==> src/rtl/cia_tod.sv <==
// cia_tod: CIA time-of-day clock.
// Synchronizes the raw TOD pin, divides it to a 10 Hz tick, and keeps a 12-hour BCD
// clock with an AM/PM flag. Writing hr halts the clock and writing 10ths restarts it.
// Reading hr freezes a read latch until 10ths is read. An alarm compare raises irq_alrm.
// Optional macro CIA_TOD_HR12_FLIP_EN: an hr write of 12 stores pm inverted (6526 quirk).
module cia_tod (
  input  logic       clk,
  input  logic       rst,
  input  logic       tod_i,
  input  logic       todin,
  input  logic       alarm_sel,
  input  logic       we,
  input  logic       re,
  input  logic [1:0] addr,
  input  logic [7:0] data_i,
  output logic [7:0] data_o,
  output logic       irq_alrm
);

  // Synchronizer and edge-detect flops
  logic sync1_q, sync2_q, sync3_q;
  // Prescaler and run state
  logic [2:0] presc_q, presc_d;
  logic       running_q, running_d;
  // Live time, one BCD digit per field
  logic [3:0] tenths_q, tenths_d;
  logic [3:0] sec_lo_q, sec_lo_d;
  logic [2:0] sec_hi_q, sec_hi_d;
  logic [3:0] min_lo_q, min_lo_d;
  logic [2:0] min_hi_q, min_hi_d;
  logic [3:0] hr_lo_q, hr_lo_d;
  logic       hr_hi_q, hr_hi_d;
  logic       pm_q, pm_d;
  // Alarm (write-only)
  logic [3:0] al_tenths_q, al_tenths_d;
  logic [6:0] al_sec_q, al_sec_d;
  logic [6:0] al_min_q, al_min_d;
  logic [5:0] al_hr_q, al_hr_d;  // {pm, hr[4:0]}
  // Read latch
  logic       latched_q, latched_d;
  logic [7:0] lat_10_q, lat_10_d;
  logic [7:0] lat_sec_q, lat_sec_d;
  logic [7:0] lat_min_q, lat_min_d;
  logic [7:0] lat_hr_q, lat_hr_d;
  // Alarm edge detect
  logic match, match_q, irq_d;

  logic       tod_rise, presc_hit, tick, pm_wr;
  logic [4:0] inc_t, inc_sl, inc_sh, inc_ml, inc_mh;
  logic [3:0] hr_lo_inc;
  logic       hr_hi_inc, pm_inc;
  logic [7:0] live_10, live_sec, live_min, live_hr;

  // Add one to a BCD digit; returns {carry, next}. Carry and clear only at max, so
  // out-of-range digits count on to 15 and wrap silently.
  function automatic logic [4:0] inc_digit(input logic [3:0] d, input logic [3:0] max);
    if (d == max) begin
      return 5'b1_0000;
    end
    return {1'b0, d + 4'd1};
  endfunction

  assign live_10  = {4'd0, tenths_q};
  assign live_sec = {1'b0, sec_hi_q, sec_lo_q};
  assign live_min = {1'b0, min_hi_q, min_lo_q};
  assign live_hr  = {pm_q, 2'b00, hr_hi_q, hr_lo_q};

  assign tod_rise  = sync2_q & ~sync3_q;
  // Compare one below terminal so a count already past terminal wraps on the next edge
  assign presc_hit = todin ? (presc_q >= 3'd4) : (presc_q >= 3'd5);
  assign tick      = running_q & tod_rise & presc_hit;

  assign inc_t  = inc_digit(tenths_q, 4'd9);
  assign inc_sl = inc_digit(sec_lo_q, 4'd9);
  assign inc_sh = inc_digit({1'b0, sec_hi_q}, 4'd5);
  assign inc_ml = inc_digit(min_lo_q, 4'd9);
  assign inc_mh = inc_digit({1'b0, min_hi_q}, 4'd5);

  assign match = (tenths_q == al_tenths_q) && (live_sec[6:0] == al_sec_q) &&
                 (live_min[6:0] == al_min_q) && ({pm_q, hr_hi_q, hr_lo_q} == al_hr_q);

  // Hour step in 12-hour form: 11->12 flips pm, 12->01 keeps it
  always_comb begin
    hr_hi_inc = hr_hi_q;
    hr_lo_inc = hr_lo_q + 4'd1;
    pm_inc    = pm_q;
    if (hr_hi_q && hr_lo_q == 4'd1) begin
      hr_lo_inc = 4'd2;
      pm_inc    = ~pm_q;
    end else if (hr_hi_q && hr_lo_q == 4'd2) begin
      hr_hi_inc = 1'b0;
      hr_lo_inc = 4'd1;
    end else if (hr_lo_q == 4'd9) begin
      hr_hi_inc = ~hr_hi_q;
      hr_lo_inc = 4'd0;
    end
  end

  // pm value stored by a live hr write
  always_comb begin
`ifdef CIA_TOD_HR12_FLIP_EN
    pm_wr = (data_i[4:0] == 5'h12) ? ~data_i[7] : data_i[7];
`else
    pm_wr = data_i[7];
`endif
  end

  // Next state: prescaler, tick cascade, then writes override the written field
  always_comb begin
    presc_d     = presc_q;
    running_d   = running_q;
    tenths_d    = tenths_q;
    sec_lo_d    = sec_lo_q;
    sec_hi_d    = sec_hi_q;
    min_lo_d    = min_lo_q;
    min_hi_d    = min_hi_q;
    hr_lo_d     = hr_lo_q;
    hr_hi_d     = hr_hi_q;
    pm_d        = pm_q;
    al_tenths_d = al_tenths_q;
    al_sec_d    = al_sec_q;
    al_min_d    = al_min_q;
    al_hr_d     = al_hr_q;
    latched_d   = latched_q;
    lat_10_d    = lat_10_q;
    lat_sec_d   = lat_sec_q;
    lat_min_d   = lat_min_q;
    lat_hr_d    = lat_hr_q;
    irq_d       = match & ~match_q;

    if (running_q && tod_rise) begin
      presc_d = presc_hit ? 3'd0 : presc_q + 3'd1;
    end

    if (tick) begin
      tenths_d = inc_t[3:0];
      if (inc_t[4]) begin
        sec_lo_d = inc_sl[3:0];
        if (inc_sl[4]) begin
          sec_hi_d = inc_sh[2:0];
          if (inc_sh[4]) begin
            min_lo_d = inc_ml[3:0];
            if (inc_ml[4]) begin
              min_hi_d = inc_mh[2:0];
              if (inc_mh[4]) begin
                hr_hi_d = hr_hi_inc;
                hr_lo_d = hr_lo_inc;
                pm_d    = pm_inc;
              end
            end
          end
        end
      end
    end

    // Latch captures pre-update live values
    if (re) begin
      if (addr == 2'd3 && !latched_q) begin
        latched_d = 1'b1;
        lat_10_d  = live_10;
        lat_sec_d = live_sec;
        lat_min_d = live_min;
        lat_hr_d  = live_hr;
      end else if (addr == 2'd0) begin
        latched_d = 1'b0;
      end
    end

    if (we && !alarm_sel) begin
      unique case (addr)
        2'd0: begin
          tenths_d  = data_i[3:0];
          presc_d   = 3'd0;
          running_d = 1'b1;
        end
        2'd1: begin
          sec_hi_d = data_i[6:4];
          sec_lo_d = data_i[3:0];
        end
        2'd2: begin
          min_hi_d = data_i[6:4];
          min_lo_d = data_i[3:0];
        end
        2'd3: begin
          hr_hi_d   = data_i[4];
          hr_lo_d   = data_i[3:0];
          pm_d      = pm_wr;
          running_d = 1'b0;
        end
      endcase
    end else if (we && alarm_sel) begin
      unique case (addr)
        2'd0: al_tenths_d = data_i[3:0];
        2'd1: al_sec_d    = data_i[6:0];
        2'd2: al_min_d    = data_i[6:0];
        2'd3: al_hr_d     = {data_i[7], data_i[4:0]};
      endcase
    end
  end

  // Read mux: latch contents while latched, live otherwise
  always_comb begin
    data_o = 8'd0;
    unique case (addr)
      2'd0: data_o = latched_q ? lat_10_q  : live_10;
      2'd1: data_o = latched_q ? lat_sec_q : live_sec;
      2'd2: data_o = latched_q ? lat_min_q : live_min;
      2'd3: data_o = latched_q ? lat_hr_q  : live_hr;
    endcase
  end

  // State registers
  always_ff @(posedge clk or posedge rst) begin
    if (rst) begin
      sync1_q     <= 1'b0;
      sync2_q     <= 1'b0;
      sync3_q     <= 1'b0;
      presc_q     <= 3'd0;
      running_q   <= 1'b0;
      tenths_q    <= 4'd0;
      sec_lo_q    <= 4'd0;
      sec_hi_q    <= 3'd0;
      min_lo_q    <= 4'd0;
      min_hi_q    <= 3'd0;
      hr_lo_q     <= 4'd1;
      hr_hi_q     <= 1'b0;
      pm_q        <= 1'b0;
      al_tenths_q <= 4'd0;
      al_sec_q    <= 7'd0;
      al_min_q    <= 7'd0;
      al_hr_q     <= 6'd0;
      latched_q   <= 1'b0;
      lat_10_q    <= 8'd0;
      lat_sec_q   <= 8'd0;
      lat_min_q   <= 8'd0;
      lat_hr_q    <= 8'd0;
      match_q     <= 1'b0;
      irq_alrm    <= 1'b0;
    end else begin
      sync1_q     <= tod_i;
      sync2_q     <= sync1_q;
      sync3_q     <= sync2_q;
      presc_q     <= presc_d;
      running_q   <= running_d;
      tenths_q    <= tenths_d;
      sec_lo_q    <= sec_lo_d;
      sec_hi_q    <= sec_hi_d;
      min_lo_q    <= min_lo_d;
      min_hi_q    <= min_hi_d;
      hr_lo_q     <= hr_lo_d;
      hr_hi_q     <= hr_hi_d;
      pm_q        <= pm_d;
      al_tenths_q <= al_tenths_d;
      al_sec_q    <= al_sec_d;
      al_min_q    <= al_min_d;
      al_hr_q     <= al_hr_d;
      latched_q   <= latched_d;
      lat_10_q    <= lat_10_d;
      lat_sec_q   <= lat_sec_d;
      lat_min_q   <= lat_min_d;
      lat_hr_q    <= lat_hr_d;
      match_q     <= match;
      irq_alrm    <= irq_d;
    end
  end

endmodule
==> config.mk <==
export PLATFORM = sky130hd
export DESIGN_NAME = cia_tod
export DESIGN_NICKNAME = d
export VERILOG_FILES = /design/src/rtl/cia_tod.sv
export SDC_FILE = /design/constraint.sdc
export NUM_CORES = 1
export LEC_CHECK = 0
export ABC_CLOCK_PERIOD_IN_PS = 3450
export CAP_MARGIN = 30
export CORE_UTILIZATION = 60
export DETAILED_ROUTE_END_ITERATION = 10
export GPL_TIMING_DRIVEN = 0
export HOLD_SLACK_MARGIN = 0.15
export PLACE_DENSITY = 0.8
export SYNTH_ARGS = -nofsm -noshare
export SYNTH_HDL_FRONTEND = slang
export SYNTH_SLANG_ARGS = --single-unit
==> constraint.sdc <==
create_clock -name clk -period 3.45 [get_ports clk]
set_input_delay 0.5175 -clock clk [delete_from_list [all_inputs] [get_ports clk]]
set_output_delay 0.5175 -clock clk [all_outputs]
set_load 0.02 [all_outputs]
==> impl_metrics.ini, run 1 <==
[placement]
placed_cell_area_um2 = 4775
gp_congestion = 0.8576
place_ws_ns = -0.2267
io_buffer_count = 25
dp_hpwl_um = 7371

[synthesis]
async_flop_share_pct = 100.0
synth_fa_ha_area_share_pct = 1.716
synth_compound_area_share_pct = 9.125
netlist_area_um2 = 4374
synth_area_leaders = dfrtp_1, mux2_2, xor2_1
synth_seq_area_share_pct = 46.94
synth_ff_type = dfrtp_1
synth_enable_flop_cells = 0
netlist-cell-type-count = 52
ys_warn_count = 0
ys_ff_latch = 82
synth-xor-area-share_pct = 6.808
synthMuxAreaShare_pct = 16.16
synth_cells = 401
synthesis.nets = 424
synth_top_family_by_area = multiplexers
avgSynthCellArea_um2 = 10.91
synthSimpleGateAreaFrac_pct = 15.59
yosys.area.top_type = dfrtp_1
synthDominantCellAreaShare_pct = 46.34

[worst_setup_path]
cp-start-kind = primary input
r2r_end = hr_hi_q
r2r_start = presc_q[0]
r2r_cells = 6
crit_arrival_ns = 2.87
end_kind = output port
path_max_fanout = 10
required_ns = 2.93
crit_type = primary input to output port
r2r_setup_slack_ns = 0.77

[clocking]
cts_tree = yes
cts.sinks = 82
post_cts_buffers = 0
clock-root-buffer = clkbuf_8
clk-insertion-delay-late_ns = 0.36
cts_buffers = 9
cts.repair.resized = 7
path_clk_slew_ns = 0.08
cts_buffer_depth = 2
cts_hold_buf = 0
htreeDepth = 3

[timing]
timing_hold_violations_final = 0
rsz0062_at_grt = false
setup_viol = 0
max_freq_ghz = 0.2949
finClkSkew_ns = 0.008568
drv_slew = 0
tightest_slew_ns = 1.091
fin_ws_ns = 0.05858
maxSlewHeadroom_pct = 26.31
finalCritPeriodShare_pct = 98.30
fin_crit_ns = 3.391
tns_ns = 0

[power]
leakagePower_nw = 2.049
finalPower_w = 0.003182
power_density_nw_per_um2 = 637.6
vdd_drop_max_mv = 0.3804

[floorplan]
ios = 26
start_util_pct = 63.33
die_area_um2 = 7636
die_w_um = 87.39
core_area_um2 = 6907
die_h_um = 87.39
rows = 30

[global_routing]
grt_antenna_before_repair = 0
grt_pass1_vias = 3187
grt_usage_pct = 29.78
grt_max_degree = 67
grt_first_pass_wirelength_um = 16550
grt.overflow.total = 0

[hold_path]
hp-class = flip-flop to flip-flop
hold_depth = 0
hold_end = sync2_q
min_from = sync1_q

[drt]
initialDrtViolationCount = 285
ant_nets = 0
first_pass_iters = 4
avgViaCountPerCell = 6.230
wl_per_cell_um = 19.13
routed_wl_um = 10310
vias = 3358
drc = 0

[final_layout]
area_delta_synth_final_pct = 14.10
fillers = 528
final_cell_mix = dfrtp_1, mux2_2, nor2_1
design_area_um2 = 4991
fin_nets = 461
final_common_cell = dfrtp_1
antenna_cells = 0
final_core_util_pct = 72.26
drive_above_1_share_pct = 20.09

[run]
drv_cap = 0

[outcome]
status = completed
Yosys cell counts, types with 2 or more instances:
cell,n
buf_6,2
mux2i_1,2
xor2_1,24
nand4_1,5
dfrtp_1,81
ha_1,6
inv_1,13
mux2_2,53
clkbuf_1,18
a222oi_1,8
a31oi_1,10
nor3_1,5
a21oi_1,20
nor2_1,26
nor4_1,7
mux4_2,4
o31ai_1,2
o21ai_0,13
nand2_1,22
a22oi_1,3
or3_1,4
nand4b_1,2
buf_2,2
nand3b_1,6
nand3_1,10
nand2b_1,2
nor3b_1,4
xnor2_1,10
buf_1,3
nor2b_1,12
stage by stage:
step,cells,hold slack (ns)
after floorplan,401,0.3312
after global placement,522,0.3318
after detailed placement,523,0.3355
after CTS,539,0.3537
after global routing,539,0.3556
final,539,0.3524
worst max path at each step:
stage / endpoint / start / cells past startpoint / slack (ns)
detailed placement: data_o[1] / addr[0] / 8 / -0.23
global route: data_o[4] / addr[1] / 9 / 0.02
finish: data_o[1] / addr[0] / 8 / 0.06
floorplan: al_hr_q[0] / rst / 1 / 0.83
global placement: pm_q / rst / 2 / -0.43
CTS: data_o[1] / addr[0] / 8 / 0.04
flip-flops by register name, indices dropped and copies added (netlist names), 3 cells and up:
| register | flops |
|---|---|
| lat_hr_q | 6 |
| presc_q | 3 |
| al_min_q | 7 |
| lat_10_q | 4 |
| hr_lo_q | 4 |
| al_sec_q | 7 |
| lat_min_q | 7 |
| sec_lo_q | 4 |
| tenths_q | 4 |
| al_tenths_q | 4 |
| min_hi_q | 3 |
| sec_hi_q | 3 |
| min_lo_q | 4 |
| al_hr_q | 6 |
| lat_sec_q | 7 |
worst max-delay path, cell delays in order:
cell and delay, ns:
clkdlybuf4s50_1 0.51, inv_1 0.08, ha_1 0.27, buf_2 0.22, a222oi_1 0.37, inv_1 0.09, mux4_2 0.48, dlygate4sd2_1 0.34
cell families (layout without fill, tap and decap cells):
family | count (synthesis) | count (layout)
and+or+nand+nor | 120 | 120
DFF | 82 | 82
AOI/OAI and AO/OA | 62 | 62
muxes | 59 | 59
buffers and inverters | 38 | 80
xor gates and xnor gates | 34 | 34
adders and majority gates | 6 | 6
metal layers:
layer / track usage, % / share of wire [%] / up-vias
met2: 47.09 / 48 / 153
met4: 9.687 / 2.1 / 0
met1: 41.09 / 43 / 1663
li1: - / - / 1522
met3: 6.351 / 7.0 / 20
met5: 0 / 0 / -
power breakdown:
group          switching, W  internal [W]  leakage [nW]
Sequential         0.000206       0.00124         0.954
Combinational      0.000491      0.000486         0.989
Clock              0.000354      0.000406         0.105
Total               0.00105       0.00213          2.05
final cells by class:
cell class                 count  area [µm²]  share of cell area [%]
multi-input combinational    281        2161                   43.29
sequential                    82        2053                   41.14
timing repair buffer          26       272.8                   5.465
clock buffer                   9       123.9                   2.482
tap                           96       120.1                   2.407
buffer                        25       115.1                   2.306
clock inverter                 7       93.84                   1.880
inverter                      13       51.30                   1.028
No activity file was read; power rests on OpenSTA's default activity.
==> run 2, diff against run 1 <==
--- a/config.mk
+++ b/config.mk
@@ -7,11 +7,13 @@
 export LEC_CHECK = 0
 export ABC_CLOCK_PERIOD_IN_PS = 3450
 export CAP_MARGIN = 30
-export CORE_UTILIZATION = 60
+export CELL_PAD_IN_SITES_DETAIL_PLACEMENT = 0
+export CELL_PAD_IN_SITES_GLOBAL_PLACEMENT = 1
+export CORE_UTILIZATION = 48
 export DETAILED_ROUTE_END_ITERATION = 10
 export GPL_TIMING_DRIVEN = 0
 export HOLD_SLACK_MARGIN = 0.15
-export PLACE_DENSITY = 0.8
+export PLACE_DENSITY_LB_ADDON = 0.1
 export SYNTH_ARGS = -nofsm -noshare
 export SYNTH_HDL_FRONTEND = slang
 export SYNTH_SLANG_ARGS = --single-unit
==> run 2 against run 1 <==
Compared with the run above:
- global-route usage shrank 4.8 points
- critical endpoint unchanged
- clock skew is 0.0025 ns higher
- highest routed layer unchanged
- critical path type unchanged
- design area increased by 0.23%
- clock power grew 0.9%
==> impl_metrics.ini, run 2 (synthesis results as in run 1) <==
[timing]
setup_viol = 0
drv_slew = 0
rsz0062_at_grt = false
fin_crit_ns = 3.332
maxSlewHeadroom_pct = 41.57
finClkSkew_ns = 0.01112
holdWs_ns = 0.3532
timing_hold_violations_final = 0
max_freq_ghz = 0.3001
tightest_slew_ns = 0.8684
finalCritPeriodShare_pct = 96.57
fin_ws_ns = 0.1183

[power]
finalPower_w = 0.003194
leakagePower_nw = 2.057
power_density_nw_per_um2 = 638.4
vdd_drop_max_mv = 0.3390

[worst_setup_path]
end_kind = output port
required_ns = 2.93
r2r_setup_slack_ns = 1.02
cp_slowest_stage_delay_ns = 0.52
crit_type = primary input to output port
crit_slowest_cell = clkdlybuf4s50_1
r2r_cells = 6
r2r_start = presc_q[0]
cp-start-kind = primary input
path_buf_inv = 5
crit_arrival_ns = 2.81
critPathTopFamily = buffers and inverters
path_max_fanout = 10
crit_top_cell = inv_1
worstPathCellList = clkdlybuf4s50_1, inv_1, ha_1, buf_2, a222oi_1, inv_1, mux4_2, dlygate4sd2_1
r2r_end = hr_hi_q

[drt]
routed_wl_um = 11010
wl_per_cell_um = 19.97
avgViaCountPerCell = 5.877
ant_nets = 0
drc = 0
initialDrtViolationCount = 173
first_pass_iters = 5
vias = 3238

[final_layout]
drive_above_1_share_pct = 19.41
fin_nets = 461
antenna_cells = 0
final_core_util_pct = 57.08
area_delta_synth_final_pct = 14.36
final_common_cell = dfrtp_1
final_cells = 551
final_cell_mix = dfrtp_1, mux2_2, nor2_1

[global_routing]
grt_antenna_before_repair = 0
grt.overflow.total = 0
grt_first_pass_wirelength_um = 18050
grt_usage_pct = 24.98
grt_max_degree = 69
grt_pass1_vias = 3248

[clocking]
cts_buffers = 9
cts_buffer_depth = 2
htreeDepth = 3
clk-insertion-delay-late_ns = 0.36
path_clk_slew_ns = 0.09
clock-root-buffer = clkbuf_8
cts.sinks = 82
post_cts_buffers = 0
cts_tree = yes

[placement]
placed_cells = 535
place_ws_ns = -0.1920
dp_hpwl_um = 7771
gp_congestion = 0.8457
io_buffer_count = 25

[floorplan]
rows = 34
core_area_um2 = 8763
start_util_pct = 49.91
ios = 26
die_h_um = 97.46
die_w_um = 97.46
die_area_um2 = 9498

[run]
drv_cap = 0

[hold_path]
hold_end = sync2_q
hold_depth = 0
hp-class = flip-flop to flip-flop
min_from = sync1_q

[outcome]
status = completed
## run 2: through the flow
stage          setup TNS, ns  instance area (µm²)
2_1_floorplan              0                 4374
3_3_place_gp          -47.93                 4760
3_5_place_dp         -0.6325                 4790
4_1_cts                    0                 5000
5_1_grt                    0                 5002
6_report                   0                 5002
## run 2: worst max path at each step
| stage | depth (start not counted) | from | endpoint |
|---|---|---|---|
| after floorplan | 1 | rst | al_hr_q[0] |
| after CTS | 8 | addr[0] | data_o[1] |
| after global placement | 2 | rst | al_hr_q[4] |
| after detailed placement | 8 | addr[0] | data_o[1] |
| final | 8 | addr[0] | data_o[1] |
| after global routing | 8 | addr[0] | data_o[1] |
## run 2: cell type report
type                    instances  area (µm²)
fillers                       797        3761
clock inverters                 4       76.32
plain buffers                  25       115.1
flip-flops and latches         82        2053
well taps                     108       135.1
multi-input cells             281        2161
inverters                      13       51.30
repair buffers                 26       275.3
clock buffers                  12       135.1
## run 2: power breakdown
group          switching (W)  leakage, nW  total (W)  internal, W
sequential          0.000205        0.954    0.00144      0.00124
combinational       0.000497         1.00   0.000982     0.000485
clock               0.000357        0.101   0.000767     0.000410
## run 2: metal layers
layer	wire length, µm	global-route usage [%]	share of wire (%)
met1	5328	35.85	48
met2	5184	39.43	47
met3	340	3.453	3.1
met4	153	7.466	1.4
met5	0	0	0
## run 2: worst register-to-register path, cell delays in order (launching register included)
cell	delay [ns]
dfrtp_1	0.45
ha_1	0.23
o41ai_1	0.81
nor4_1	0.28
and4_1	0.31
mux2i_1	0.14
o31ai_1	0.09
## run 2: what timing repair did
item                       4_1_cts  5_1_grt
setup endpoints to repair        5        3
hold buffers                     0        0
pin swaps                        0        0
cloned                           0        0
gates resized for setup          7        2
